<file path="src/rtl/cp0_mmu_regs_if.sv">
// rtl/cp0_mmu_regs_if.sv - TLB command and writeback bundle between CP0 MMU registers and the TLB
interface cp0_mmu_regs_if;
    // Strobes and current register values sent to the TLB
    logic        TLBP;
    logic        TLBR;
    logic        TLBWI;
    logic        TLBWR;
    logic [31:0] EntryHi_out;
    logic [31:0] PageMask_out;
    logic [31:0] EntryLo0_out;
    logic [31:0] EntryLo1_out;
    logic [31:0] Index_out;
    logic [31:0] Random_out;
    // Results returned by the TLB for TLBR/TLBP
    logic [31:0] tlb_EntryHi_in;
    logic [31:0] tlb_PageMask_in;
    logic [31:0] tlb_EntryLo0_in;
    logic [31:0] tlb_EntryLo1_in;
    logic [31:0] tlb_Index_in;

    modport master (
        output TLBP, TLBR, TLBWI, TLBWR,
        output EntryHi_out, PageMask_out, EntryLo0_out, EntryLo1_out, Index_out, Random_out,
        input  tlb_EntryHi_in, tlb_PageMask_in, tlb_EntryLo0_in, tlb_EntryLo1_in, tlb_Index_in
    );

    modport slave (
        input  TLBP, TLBR, TLBWI, TLBWR,
        input  EntryHi_out, PageMask_out, EntryLo0_out, EntryLo1_out, Index_out, Random_out,
        output tlb_EntryHi_in, tlb_PageMask_in, tlb_EntryLo0_in, tlb_EntryLo1_in, tlb_Index_in
    );
endinterface

</file>
<file path="src/rtl/cp0_mmu_regs.sv">
// rtl/cp0_mmu_regs.sv - MMU half of CP0: TLB-related registers, TLB strobes and fetch hazard
module cp0_mmu_regs #(
    parameter int TLB_LINE_NUM  = 32,
    parameter int LOG2_TLB_LINE = 5,
    parameter int HAZARD_CYCLES = 2
) (
    input  logic        clk,
    input  logic        rst,
    input  logic        stallM,
    input  logic        flushM,
    input  logic        mtc0_en,
    input  logic [4:0]  mtc0_addr,
    input  logic [31:0] mtc0_data,
    input  logic [4:0]  mfc0_addr,
    output logic [31:0] mfc0_data,
    input  logic        tlbp_M,
    input  logic        tlbr_M,
    input  logic        tlbwi_M,
    input  logic        tlbwr_M,
    input  logic        tlb_exc,
    input  logic [31:0] tlb_exc_vaddr,
    output logic        tlb_hazard,
    cp0_mmu_regs_if.master tlb
);
    localparam int HW = $clog2(HAZARD_CYCLES + 1);

    localparam logic [31:0] ENTRYLO_MASK   = 32'h03FF_FFFF;
    localparam logic [31:0] PAGEMASK_MASK  = 32'h01FF_E000;
    localparam logic [31:0] ENTRYHI_MASK   = 32'hFFFF_E0FF;
    localparam logic [31:0] CONTEXT_SW     = 32'hFF80_0000;
    localparam logic [31:0] INDEX_LO_MASK  = 32'((1 << LOG2_TLB_LINE) - 1);
    localparam logic [31:0] INDEX_P_MASK   = 32'h8000_0000;

    localparam logic [LOG2_TLB_LINE-1:0] RANDOM_TOP = LOG2_TLB_LINE'(TLB_LINE_NUM - 1);

    localparam logic [4:0] R_INDEX    = 5'd0;
    localparam logic [4:0] R_RANDOM   = 5'd1;
    localparam logic [4:0] R_ENTRYLO0 = 5'd2;
    localparam logic [4:0] R_ENTRYLO1 = 5'd3;
    localparam logic [4:0] R_CONTEXT  = 5'd4;
    localparam logic [4:0] R_PAGEMASK = 5'd5;
    localparam logic [4:0] R_WIRED    = 5'd6;
    localparam logic [4:0] R_BADVADDR = 5'd8;
    localparam logic [4:0] R_ENTRYHI  = 5'd10;

    logic [31:0]              index_r;
    logic [LOG2_TLB_LINE-1:0] random_r;
    logic [LOG2_TLB_LINE-1:0] wired_r;
    logic [31:0]              entrylo0_r;
    logic [31:0]              entrylo1_r;
    logic [31:0]              context_r;
    logic [31:0]              pagemask_r;
    logic [31:0]              badvaddr_r;
    logic [31:0]              entryhi_r;
    logic [HW-1:0]            hazard_cnt;

    logic go;
    logic mtc0_go;
    logic s_tlbp, s_tlbr, s_tlbwi, s_tlbwr;
    logic hazard_trig;

    assign go      = ~stallM & ~flushM;
    assign mtc0_go = mtc0_en & go;

    // Only one TLB op may issue; TLBP > TLBR > TLBWI > TLBWR if decode ever overlaps
    assign s_tlbp  = tlbp_M & go;
    assign s_tlbr  = tlbr_M & ~tlbp_M & go;
    assign s_tlbwi = tlbwi_M & ~tlbp_M & ~tlbr_M & go;
    assign s_tlbwr = tlbwr_M & ~tlbp_M & ~tlbr_M & ~tlbwi_M & go;

    assign tlb.TLBP  = s_tlbp;
    assign tlb.TLBR  = s_tlbr;
    assign tlb.TLBWI = s_tlbwi;
    assign tlb.TLBWR = s_tlbwr;

    assign tlb.EntryHi_out  = entryhi_r;
    assign tlb.PageMask_out = pagemask_r;
    assign tlb.EntryLo0_out = entrylo0_r;
    assign tlb.EntryLo1_out = entrylo1_r;
    assign tlb.Index_out    = index_r;
    assign tlb.Random_out   = {{(32-LOG2_TLB_LINE){1'b0}}, random_r};

    // Anything that changes the TLB contents or the current ASID forces a refetch window
    assign hazard_trig = s_tlbwi | s_tlbwr | s_tlbr | (mtc0_go && mtc0_addr == R_ENTRYHI);
    assign tlb_hazard  = (hazard_cnt != '0);

    // Index: TLBP result (probe-fail flag + index) overrides a software write of the index field
    always_ff @(posedge clk or posedge rst) begin
        if (rst) begin
            index_r <= '0;
        end else if (s_tlbp) begin
            index_r <= tlb.tlb_Index_in & (INDEX_P_MASK | INDEX_LO_MASK);
        end else if (mtc0_go && mtc0_addr == R_INDEX) begin
            index_r <= (index_r & INDEX_P_MASK) | (mtc0_data & INDEX_LO_MASK);
        end
    end

    // Entry registers: exception VPN capture > TLBR readback > MTC0
    always_ff @(posedge clk or posedge rst) begin
        if (rst) begin
            entryhi_r  <= '0;
            pagemask_r <= '0;
            entrylo0_r <= '0;
            entrylo1_r <= '0;
        end else begin
            if (tlb_exc) begin
                entryhi_r <= {tlb_exc_vaddr[31:13], entryhi_r[12:0]};
            end else if (s_tlbr) begin
                entryhi_r <= tlb.tlb_EntryHi_in & ENTRYHI_MASK;
            end else if (mtc0_go && mtc0_addr == R_ENTRYHI) begin
                entryhi_r <= mtc0_data & ENTRYHI_MASK;
            end

            if (s_tlbr) begin
                pagemask_r <= tlb.tlb_PageMask_in & PAGEMASK_MASK;
                entrylo0_r <= tlb.tlb_EntryLo0_in & ENTRYLO_MASK;
                entrylo1_r <= tlb.tlb_EntryLo1_in & ENTRYLO_MASK;
            end else if (mtc0_go) begin
                if (mtc0_addr == R_PAGEMASK) pagemask_r <= mtc0_data & PAGEMASK_MASK;
                if (mtc0_addr == R_ENTRYLO0) entrylo0_r <= mtc0_data & ENTRYLO_MASK;
                if (mtc0_addr == R_ENTRYLO1) entrylo1_r <= mtc0_data & ENTRYLO_MASK;
            end
        end
    end

    // Fault capture: BadVAddr and Context.BadVPN2 on a committed TLB exception
    always_ff @(posedge clk or posedge rst) begin
        if (rst) begin
            badvaddr_r <= '0;
            context_r  <= '0;
        end else if (tlb_exc) begin
            badvaddr_r <= tlb_exc_vaddr;
            context_r  <= {context_r[31:23], tlb_exc_vaddr[31:13], 4'b0000};
        end else if (mtc0_go && mtc0_addr == R_CONTEXT) begin
            context_r  <= (context_r & ~CONTEXT_SW) | (mtc0_data & CONTEXT_SW);
        end
    end

    // Random free-runs down to Wired then wraps to the top; a Wired write restarts it
    always_ff @(posedge clk or posedge rst) begin
        if (rst) begin
            random_r <= RANDOM_TOP;
            wired_r  <= '0;
        end else if (mtc0_go && mtc0_addr == R_WIRED) begin
            wired_r  <= mtc0_data[LOG2_TLB_LINE-1:0];
            random_r <= RANDOM_TOP;
        end else if (random_r <= wired_r) begin
            random_r <= RANDOM_TOP;
        end else begin
            random_r <= random_r - LOG2_TLB_LINE'(1);
        end
    end

    // Hazard window counter; a new trigger reloads the full window
    always_ff @(posedge clk or posedge rst) begin
        if (rst) begin
            hazard_cnt <= '0;
        end else if (hazard_trig) begin
            hazard_cnt <= HW'(HAZARD_CYCLES);
        end else if (hazard_cnt != '0) begin
            hazard_cnt <= hazard_cnt - HW'(1);
        end
    end

    // MFC0 read mux; unimplemented numbers read zero
    always_comb begin
        mfc0_data = '0;
        case (mfc0_addr)
            R_INDEX:    mfc0_data = index_r;
            R_RANDOM:   mfc0_data = {{(32-LOG2_TLB_LINE){1'b0}}, random_r};
            R_ENTRYLO0: mfc0_data = entrylo0_r;
            R_ENTRYLO1: mfc0_data = entrylo1_r;
            R_CONTEXT:  mfc0_data = context_r;
            R_PAGEMASK: mfc0_data = pagemask_r;
            R_WIRED:    mfc0_data = {{(32-LOG2_TLB_LINE){1'b0}}, wired_r};
            R_BADVADDR: mfc0_data = badvaddr_r;
            R_ENTRYHI:  mfc0_data = entryhi_r;
            default:    mfc0_data = '0;
        endcase
    end
endmodule

</file>
<file path="src/flat_wrapper.sv">
// flat-port wrapper written by rule: the top's interface ports become plain ports
module cp0_mmu_regs_flat 
#(
    parameter int TLB_LINE_NUM  = 32,
    parameter int LOG2_TLB_LINE = 5,
    parameter int HAZARD_CYCLES = 2
)
  (clk, rst, stallM, flushM, mtc0_en, mtc0_addr, mtc0_data, mfc0_addr, mfc0_data, tlbp_M, tlbr_M, tlbwi_M, tlbwr_M, tlb_exc, tlb_exc_vaddr, tlb_hazard, tlb_TLBP, tlb_TLBR, tlb_TLBWI, tlb_TLBWR, tlb_EntryHi_out, tlb_PageMask_out, tlb_EntryLo0_out, tlb_EntryLo1_out, tlb_Index_out, tlb_Random_out, tlb_tlb_EntryHi_in, tlb_tlb_PageMask_in, tlb_tlb_EntryLo0_in, tlb_tlb_EntryLo1_in, tlb_tlb_Index_in);
  cp0_mmu_regs_if tlb_i ();
  input  logic clk;
  input  logic rst;
  input  logic stallM;
  input  logic flushM;
  input  logic mtc0_en;
  input  logic [4:0] mtc0_addr;
  input  logic [31:0] mtc0_data;
  input  logic [4:0] mfc0_addr;
  output logic [31:0] mfc0_data;
  input  logic tlbp_M;
  input  logic tlbr_M;
  input  logic tlbwi_M;
  input  logic tlbwr_M;
  input  logic tlb_exc;
  input  logic [31:0] tlb_exc_vaddr;
  output logic tlb_hazard;
  output wire logic [$bits(tlb_i.TLBP)-1:0] tlb_TLBP;
  output wire logic [$bits(tlb_i.TLBR)-1:0] tlb_TLBR;
  output wire logic [$bits(tlb_i.TLBWI)-1:0] tlb_TLBWI;
  output wire logic [$bits(tlb_i.TLBWR)-1:0] tlb_TLBWR;
  output wire logic [$bits(tlb_i.EntryHi_out)-1:0] tlb_EntryHi_out;
  output wire logic [$bits(tlb_i.PageMask_out)-1:0] tlb_PageMask_out;
  output wire logic [$bits(tlb_i.EntryLo0_out)-1:0] tlb_EntryLo0_out;
  output wire logic [$bits(tlb_i.EntryLo1_out)-1:0] tlb_EntryLo1_out;
  output wire logic [$bits(tlb_i.Index_out)-1:0] tlb_Index_out;
  output wire logic [$bits(tlb_i.Random_out)-1:0] tlb_Random_out;
  input wire logic [$bits(tlb_i.tlb_EntryHi_in)-1:0] tlb_tlb_EntryHi_in;
  input wire logic [$bits(tlb_i.tlb_PageMask_in)-1:0] tlb_tlb_PageMask_in;
  input wire logic [$bits(tlb_i.tlb_EntryLo0_in)-1:0] tlb_tlb_EntryLo0_in;
  input wire logic [$bits(tlb_i.tlb_EntryLo1_in)-1:0] tlb_tlb_EntryLo1_in;
  input wire logic [$bits(tlb_i.tlb_Index_in)-1:0] tlb_tlb_Index_in;
  assign tlb_TLBP = tlb_i.TLBP;
  assign tlb_TLBR = tlb_i.TLBR;
  assign tlb_TLBWI = tlb_i.TLBWI;
  assign tlb_TLBWR = tlb_i.TLBWR;
  assign tlb_EntryHi_out = tlb_i.EntryHi_out;
  assign tlb_PageMask_out = tlb_i.PageMask_out;
  assign tlb_EntryLo0_out = tlb_i.EntryLo0_out;
  assign tlb_EntryLo1_out = tlb_i.EntryLo1_out;
  assign tlb_Index_out = tlb_i.Index_out;
  assign tlb_Random_out = tlb_i.Random_out;
  assign tlb_i.tlb_EntryHi_in = tlb_tlb_EntryHi_in;
  assign tlb_i.tlb_PageMask_in = tlb_tlb_PageMask_in;
  assign tlb_i.tlb_EntryLo0_in = tlb_tlb_EntryLo0_in;
  assign tlb_i.tlb_EntryLo1_in = tlb_tlb_EntryLo1_in;
  assign tlb_i.tlb_Index_in = tlb_tlb_Index_in;
  cp0_mmu_regs #(.TLB_LINE_NUM(TLB_LINE_NUM), .LOG2_TLB_LINE(LOG2_TLB_LINE), .HAZARD_CYCLES(HAZARD_CYCLES)) u_core (.clk(clk), .rst(rst), .stallM(stallM), .flushM(flushM), .mtc0_en(mtc0_en), .mtc0_addr(mtc0_addr), .mtc0_data(mtc0_data), .mfc0_addr(mfc0_addr), .mfc0_data(mfc0_data), .tlbp_M(tlbp_M), .tlbr_M(tlbr_M), .tlbwi_M(tlbwi_M), .tlbwr_M(tlbwr_M), .tlb_exc(tlb_exc), .tlb_exc_vaddr(tlb_exc_vaddr), .tlb_hazard(tlb_hazard), .tlb(tlb_i));
endmodule
</file>
<file path="config.mk">
export PLATFORM = sky130hd
export DESIGN_NAME = cp0_mmu_regs_flat
export DESIGN_NICKNAME = d
export VERILOG_FILES = /design/src/rtl/cp0_mmu_regs_if.sv /design/src/rtl/cp0_mmu_regs.sv /design/src/flat_wrapper.sv
export SDC_FILE = /design/constraint.sdc
export NUM_CORES = 1
export LEC_CHECK = 0
export BUFFER_PORTS_ARGS = -buffer_cell sky130_fd_sc_hd__clkbuf_2
export CAP_MARGIN = 15
export CORE_AREA = 2 2 184 186
export CTS_CLUSTER_DIAMETER = 120
export DETAILED_ROUTE_END_ITERATION = 7
export DIE_AREA = 0 0 186 188
export SYNTH_ARGS = -nofsm -noshare
export SYNTH_HDL_FRONTEND = slang
export SYNTH_SLANG_ARGS = --single-unit
</file>
<file path="constraint.sdc">
create_clock -name clk -period 6.9 [get_ports clk]
set_input_delay 0.345 -clock clk [delete_from_list [all_inputs] [get_ports clk]]
set_output_delay 0.345 -clock clk [all_outputs]
set_load 0.02 [all_outputs]
</file>
==> flow_summary.json, run 1 <==
{
  "hold_buffers": 0,
  "rr_startpoint": "u_core.random_r[3]",
  "area_growth_syn_to_layout_pct": 24.17,
  "synth.largest_area_cell": "sky130_fd_sc_hd__dfrtp_1",
  "layout.core_utilization_pct": 34.31,
  "drtPass1Iterations": 4,
  "grtUsageMet2_pct": 32.53,
  "clock_tree.htree_level_count": 4,
  "nFillCells": 3489,
  "ios": 473,
  "final_nets": 1477,
  "seq_area_frac_synth_pct": 46.29,
  "port-buffer-count": 319,
  "synthCells": 929,
  "slew-limit-headroom_pct": 34.26,
  "final_routed_wire_length_divided_by_cell_count_um": 19.93,
  "layout_min_cycle_time_ns": 2.901,
  "max_cap_viol_count": 0,
  "run_status": "completed",
  "preCtsSetupSlack_ns": 3.934,
  "cp.arrival_ns": 2.56,
  "yosys-top-cells-count": "164 x sky130_fd_sc_hd__dfrtp_1, 138 x sky130_fd_sc_hd__nand2_1, 112 x sky130_fd_sc_hd__o21ai_0",
  "drive_above_1_share_pct": 33.04,
  "die_area_um2": 34970,
  "crit_required_ns": 6.55,
  "syn-cell-area_um2": 9149,
  "final_critical_path_setup_slack_ns": 3.999,
  "yosys.area.top_type_share_pct": 44.86,
  "start_util_pct": 27.63,
  "grt_busiest_layer": "met2",
  "yosysWarnings": 0,
  "timing.setup.critical_path_class": "in -> out",
  "globalRouteTotalUtil_pct": 19.14,
  "hp-class": "in -> async",
  "cp-start-kind": "input port",
  "power.density_nw_per_um2": 260.3,
  "detailedRoute.firstIterationViolations": 437,
  "slew_viol_final": 0,
  "critPathCaptureType": "primary output",
  "tritoncts.num_buffers": 17,
  "ys.flop_type": "sky130_fd_sc_hd__dfrtp_1",
  "routed_wirelength_um": 33620,
  "vdd_drop_max_mv": 0.1633,
  "finClkSkew_ns": 0.001653,
  "final.setup.tns_ns": 0,
  "power.leakage_nw": 5.927,
  "clockBufferDepth": 2,
  "antenna_found_initial": 1,
  "grt_pass1_wl_um": 49210,
  "dp_hpwl_um": 23870,
  "reg2reg_setup_slack_ns": 5.36,
  "cts_sinks": 169,
  "grt_use_met3_pct": 4.214,
  "grt_pass1_vias": 8032,
  "synth_edf_count": 0,
  "largest_net_degree_at_the_start_of_global_routing": 98,
  "cp_max_fo": 16,
  "clk_root_buffer_cell": "sky130_fd_sc_hd__clkbuf_16",
  "timing.final.setup_violations": 0,
  "worst_setup_path_startpoint": "mfc0_addr[3]",
  "synth.avg_cell_area_um2": 9.848,
  "cts-resized-gates": 0,
  "final.period_utilization_pct": 42.05,
  "grt-ovfl-total": 0,
  "drt-vias-per-instance": 4.693,
  "synth_area_leaders": "sky130_fd_sc_hd__dfrtp_1 45%, sky130_fd_sc_hd__mux2i_1 9.8%, sky130_fd_sc_hd__buf_4 7.8%",
  "worstRegToRegCells": 5,
  "gp_congestion": 0.8147,
  "asr_flop_ratio_synth_pct": 100.0,
  "use_met1_pct": 24.34,
  "via_count": 7917,
  "dieWidth_um": 186,
  "die_h_um": 188,
  "rsz0062_at_grt": "no",
  "finalHoldViolations": 0,
  "number_of_antenna_violating_nets_in_the_routed_design": 0,
  "cts_tree": "done",
  "timing_worst_slew_pin_value_ns": 0.9838,
  "crit-reg2reg-capture": "u_core.random_r[0]",
  "drc": 0,
  "core_region_area_um2": 33110,
  "clk_pin_slew_worst_setup_hold_paths_ns": 0.07,
  "synth_cell_types": 50,
  "synth.most_common_cell": "sky130_fd_sc_hd__dfrtp_1",
  "core.rowCount": 67,
  "clock_insertion_delay_at_the_later_pin_of_the_skew_report_ns": 0.42,
  "postcts_setup_bufs": 0,
  "synth-seq-cells": 169,
  "fmax_ghz": 0.3447,
  "p_total_mw": 2.957
}
[kinds of logic (layout without fill, tap and decap cells)]
family          Yosys count  count (layout)  share of synthesized area [%]
compound gates          227             227                          15.56
simple gates            213             213                          11.13
buf+inv                 192             412                          12.58
flops                   169             169                          46.29
mux                     116             116                          13.05
fa+ha+maj                 7               7                         0.9573
xor+xnor                  4               4                         0.3829
other cells               1              91                        0.04099
[power by group]
| part | switching (mW) | internal [mW] | total, mW |
|---|---|---|---|
| logic | 0.464 | 0.254 | 0.717 |
| clock network | 0.443 | 0.509 | 0.952 |
| registers | 0.138 | 1.15 | 1.29 |
[worst max-delay path by stage]
stage,slack [ns],endpoint
3_3_place_gp,3.92,mfc0_data[25]
3_5_place_dp,3.93,mfc0_data[25]
4_1_cts,3.91,mfc0_data[25]
5_1_grt,3.78,mfc0_data[25]
6_report,4.00,mfc0_data[25]
2_1_floorplan,1.99,u_core.badvaddr_r[0]
[state kept, by name, indices dropped and copies added (netlist names)]
signal / cells
u_core.hazard_cnt: 2
u_core.tlb.PageMask_out: 12
u_core.tlb.Index_out: 6
u_core.tlb.EntryHi_out: 27
u_core.badvaddr_r: 32
u_core.tlb.EntryLo0_out: 26
u_core.wired_r: 5
u_core.random_r: 5
u_core.tlb.EntryLo1_out: 26
u_core.context_r: 28
[layer usage]
| layer | routed length (um) | share of wire, % | up-vias |
|---|---|---|---|
| met1 | 14500 | 43 | 3891 |
| met4 | 671 | 2.0 | 0 |
| li1 | - | - | 3686 |
| met2 | 16590 | 49 | 306 |
| met5 | 0 | 0 | - |
| met3 | 1856 | 5.5 | 34 |
[placed cells by master (no fill, tap or decap), types with 2 or more instances in the layout]
cell,instances
sky130_fd_sc_hd__inv_6,4
sky130_fd_sc_hd__nand4_2,2
sky130_fd_sc_hd__a22oi_1,70
sky130_fd_sc_hd__clkbuf_16,17
sky130_fd_sc_hd__buf_4,13
sky130_fd_sc_hd__nand4_1,7
sky130_fd_sc_hd__dfrtp_1,164
sky130_fd_sc_hd__a2bb2oi_1,8
sky130_fd_sc_hd__nand3_1,25
sky130_fd_sc_hd__o211ai_1,20
sky130_fd_sc_hd__o22ai_1,8
sky130_fd_sc_hd__dfstp_2,5
sky130_fd_sc_hd__and3b_1,2
sky130_fd_sc_hd__nor3_1,5
sky130_fd_sc_hd__clkbuf_2,318
sky130_fd_sc_hd__ha_1,7
sky130_fd_sc_hd__and3_1,3
sky130_fd_sc_hd__inv_1,47
sky130_fd_sc_hd__nor2_1,7
sky130_fd_sc_hd__nor3_4,2
sky130_fd_sc_hd__a21oi_1,3
sky130_fd_sc_hd__o21ai_0,112
sky130_fd_sc_hd__nor2_4,3
sky130_fd_sc_hd__nor2b_1,2
sky130_fd_sc_hd__clkinvlp_4,6
sky130_fd_sc_hd__mux2_2,26
sky130_fd_sc_hd__nor3b_1,3
sky130_fd_sc_hd__nand4b_1,2
sky130_fd_sc_hd__mux2i_1,90
sky130_fd_sc_hd__xnor2_1,4
sky130_fd_sc_hd__conb_1,90
sky130_fd_sc_hd__or3_1,2
sky130_fd_sc_hd__nand2_1,138
sky130_fd_sc_hd__a22o_1,3
[metrics by stage]
stage          cells  cell area, um^2  hold slack (ns)
2_1_floorplan   1018             9483           0.4575
3_3_place_gp    1655            10800           0.4720
3_5_place_dp    1655            10800           0.4826
4_1_cts         1686            11360          0.04559
5_1_grt         1686            11360          0.05907
6_report        1687            11360          0.01476
[critical path: stages]
cell,delay [ns]
sky130_fd_sc_hd__clkbuf_2,0.10
sky130_fd_sc_hd__or3b_1,0.46
sky130_fd_sc_hd__nor3_4,0.70
sky130_fd_sc_hd__buf_4,0.39
sky130_fd_sc_hd__a22oi_1,0.16
sky130_fd_sc_hd__nand3_1,0.15
sky130_fd_sc_hd__clkbuf_2,0.22
[cell type report]
cell class              count  area (um^2)  area share (%)
clock buffers              19        442.9           3.899
clock inverters            12        115.1           1.013
multi-input cells         657         4116           36.24
well taps                 448        560.5           4.934
diodes                      1        2.502         0.02203
flip-flops and latches    169         4235           37.28
repair buffers            331         1689           14.87
inverters                  50        197.7           1.740
Note: power is estimated with default switching activity, not from simulation.
==> inputs of run 2 (changes only) <==
==> constraint.sdc (replaced) <==
create_clock -name clk -period 2.55 [get_ports clk]
set_input_delay 0.1275 -clock clk [delete_from_list [all_inputs] [get_ports clk]]
set_output_delay 0.1275 -clock clk [all_outputs]
set_load 0.02 [all_outputs]
==> run 2 against run 1 <==
Effect of this change: count of clock-buffer cells in the layout fell by 1; first-iteration DRC count fell by 12%; clock power grew to 2.9 times the previous value; critical path type is now reg -> out; largest power group unchanged.
==> flow_summary.json, run 2 (synthesis results as in run 1) <==
{
  "run_status": "completed",
  "area_growth_syn_to_layout_pct": 42.55,
  "globalRouteTotalUtil_pct": 20.40,
  "rsz0062_at_grt": "no",
  "post_dp_cell_area_um2": 10950,
  "clock_tree.htree_level_count": 4,
  "crit_required_ns": 2.42,
  "final.setup.tns_ns": 0,
  "final.period_utilization_pct": 79.50,
  "layout_min_cycle_time_ns": 2.027,
  "routed_wirelength_um": 35480,
  "max_stage_delay_ns": 0.44,
  "slowest_stage": "sky130_fd_sc_hd__a221oi_1",
  "slew-limit-headroom_pct": 55.70,
  "cp_max_fo": 3,
  "clock_insertion_delay_at_the_later_pin_of_the_skew_report_ns": 0.44,
  "layout.core_utilization_pct": 39.38,
  "gp_congestion": 0.7826,
  "start_util_pct": 27.63,
  "p_sw_share_pct": 34.03,
  "finalHoldViolations": 0,
  "final-instance-count-excl-fill": 1848,
  "share_clk_of_total_power_pct": 32.8,
  "nFillCells": 3287,
  "final_cell_mix": "318 x sky130_fd_sc_hd__clkbuf_2, 164 x sky130_fd_sc_hd__dfrtp_1, 147 x sky130_fd_sc_hd__dlygate4sd3_1",
  "grt_pass1_vias": 8797,
  "drc": 0,
  "cp_cell_sequence": "mux2i_1 > nor3_1 > a221oi_1 > nand3_1 > clkbuf_2",
  "hp-class": "in -> reg",
  "place.detailed.instances": 1666,
  "cp-start-kind": "flip-flop",
  "detailedRoute.firstIterationViolations": 386,
  "top_register": "u_core.badvaddr_r",
  "p_total_mw": 8.433,
  "timing_worst_slew_pin_value_ns": 0.6646,
  "cts_tree": "done",
  "tritoncts.num_buffers": 17,
  "antenna_found_initial": 4,
  "max_cap_viol_count": 0,
  "worst-path-buf-inv": 1,
  "timing.setup.critical_path_class": "reg -> out",
  "clk_root_buffer_cell": "sky130_fd_sc_hd__clkbuf_16",
  "core_region_area_um2": 33110,
  "slew_viol_final": 0,
  "comb_power_share_pct": 25.9,
  "die_h_um": 188,
  "fmax_ghz": 0.4933,
  "cts_sinks": 169,
  "via_count": 8613,
  "critPathCaptureType": "primary output",
  "port-buffer-count": 319,
  "ios": 473,
  "cts-resized-gates": 0,
  "mostFrequentLayoutCell": "sky130_fd_sc_hd__clkbuf_2",
  "critPathTopFamily": "compound AO/OA/AOI/OAI gates",
  "core.rowCount": 67,
  "largest_net_degree_at_the_start_of_global_routing": 73,
  "finClkSkew_ns": 0.005479,
  "final_nets": 1635,
  "number_of_antenna_violating_nets_in_the_routed_design": 0,
  "vdd_drop_max_mv": 0.4435,
  "grt_pass1_wl_um": 52300,
  "stdcell_area_um2": 13040,
  "timing.final.setup_violations": 0,
  "power.leakage_nw": 6.667,
  "largest_reg_flops": 32,
  "cp.arrival_ns": 1.90,
  "grt-ovfl-total": 0,
  "power.density_nw_per_um2": 646.6,
  "final_routed_wire_length_divided_by_cell_count_um": 19.20,
  "clk_pin_slew_worst_setup_hold_paths_ns": 0.07,
  "dp_hpwl_um": 24740,
  "netSwitchingPower_mw": 2.870,
  "cell_internal_pwr_mw": 5.563,
  "drt-vias-per-instance": 4.661,
  "die_area_um2": 34970,
  "drtPass1Iterations": 5,
  "dieWidth_um": 186,
  "pwr-share-seq_pct": 41.3,
  "clockBufferDepth": 2,
  "drive_above_1_share_pct": 30.23
}
==> run 2: cell count changes in the layout (fill, tap and decap cells not counted) <==
cell,change
sky130_fd_sc_hd__and3_1,-1
sky130_fd_sc_hd__and3_2,+1
sky130_fd_sc_hd__buf_12,+6
sky130_fd_sc_hd__buf_4,+5
sky130_fd_sc_hd__bufinv_16,+2
sky130_fd_sc_hd__clkbuf_1,-1
sky130_fd_sc_hd__clkinv_2,+1
sky130_fd_sc_hd__clkinv_4,+1
sky130_fd_sc_hd__clkinvlp_4,-2
sky130_fd_sc_hd__diode_2,+3
sky130_fd_sc_hd__dlygate4sd3_1,+147
sky130_fd_sc_hd__inv_8,-1
==> run 2: layout make-up <==
class                           count  area, um^2  share of cell area, %
Multi-Input combinational cell    657        4118                  31.57
Inverter                           50       193.9                  1.487
Tap cell                          448       560.5                  4.298
Sequential cell                   169        4235                  32.48
Clock inverter                     13       166.4                  1.276
Timing Repair Buffer              489        3318                  25.44
Antenna cell                        4       10.01                0.07675
Clock buffer                       18       439.2                  3.368
==> run 2: routing by layer <==
layer	global-route usage, %	share of wire (%)	up-vias
met2	35.63	51	372
li1	-	-	4017
met4	7.874	2.7	0
met5	0	0	-
met1	24.31	41	4167
met3	4.312	5.9	57
==> run 2: per-stage QoR <==
stage	worst slack [ns]	hold slack [ns]
2_1_floorplan	0.2719	0.2400
3_3_place_gp	0.6262	0.1259
3_5_place_dp	0.6029	0.1357
4_1_cts	0.4926	0.001229
5_1_grt	0.4507	0.02479
6_report	0.5228	0.03547
==> run 2: timing repair <==
item                                   4_1_cts  5_1_grt
setup buffers                                0        0
endpoints found under the hold margin      147        0
hold buffers                               147        0
==> run 2: tightest hold or removal path: stages <==
cell	delay, ns
sky130_fd_sc_hd__clkbuf_2	0.10
sky130_fd_sc_hd__mux2i_1	0.07
sky130_fd_sc_hd__o21ai_0	0.14
==> run 2: power by group through the flow <==
| stage | logic [mW] | registers [mW] | clock network (mW) |
|---|---|---|---|
| 3_3_place_gp | 1.94 | 3.52 | 0 |
| 5_1_grt | 2.39 | 3.54 | 2.95 |
| 2_1_floorplan | 0.945 | 3.80 | 0 |
| 3_5_place_dp | 1.98 | 3.53 | 0 |
| 6_report | 2.19 | 3.48 | 2.76 |
| 4_1_cts | 2.20 | 3.48 | 2.85 |
==> run 2: worst paths after layout <==
kind	from	endpoint	slack [ns]	depth (start not counted)
max	u_core.tlb.Index_out[4]	mfc0_data[4]	0.52	5
min	mtc0_data[10]	u_core.tlb.EntryLo1_out[10]	0.04	3
max reg2reg	u_core.random_r[3]	u_core.random_r[1]	1.02	5
min reg2reg	u_core.random_r[0]	u_core.random_r[0]	0.49	1
max in group asynchronous	rst	u_core.tlb.EntryHi_out[6]	1.60	4
min in group asynchronous	rst	u_core.tlb.EntryHi_out[26]	0.23	3
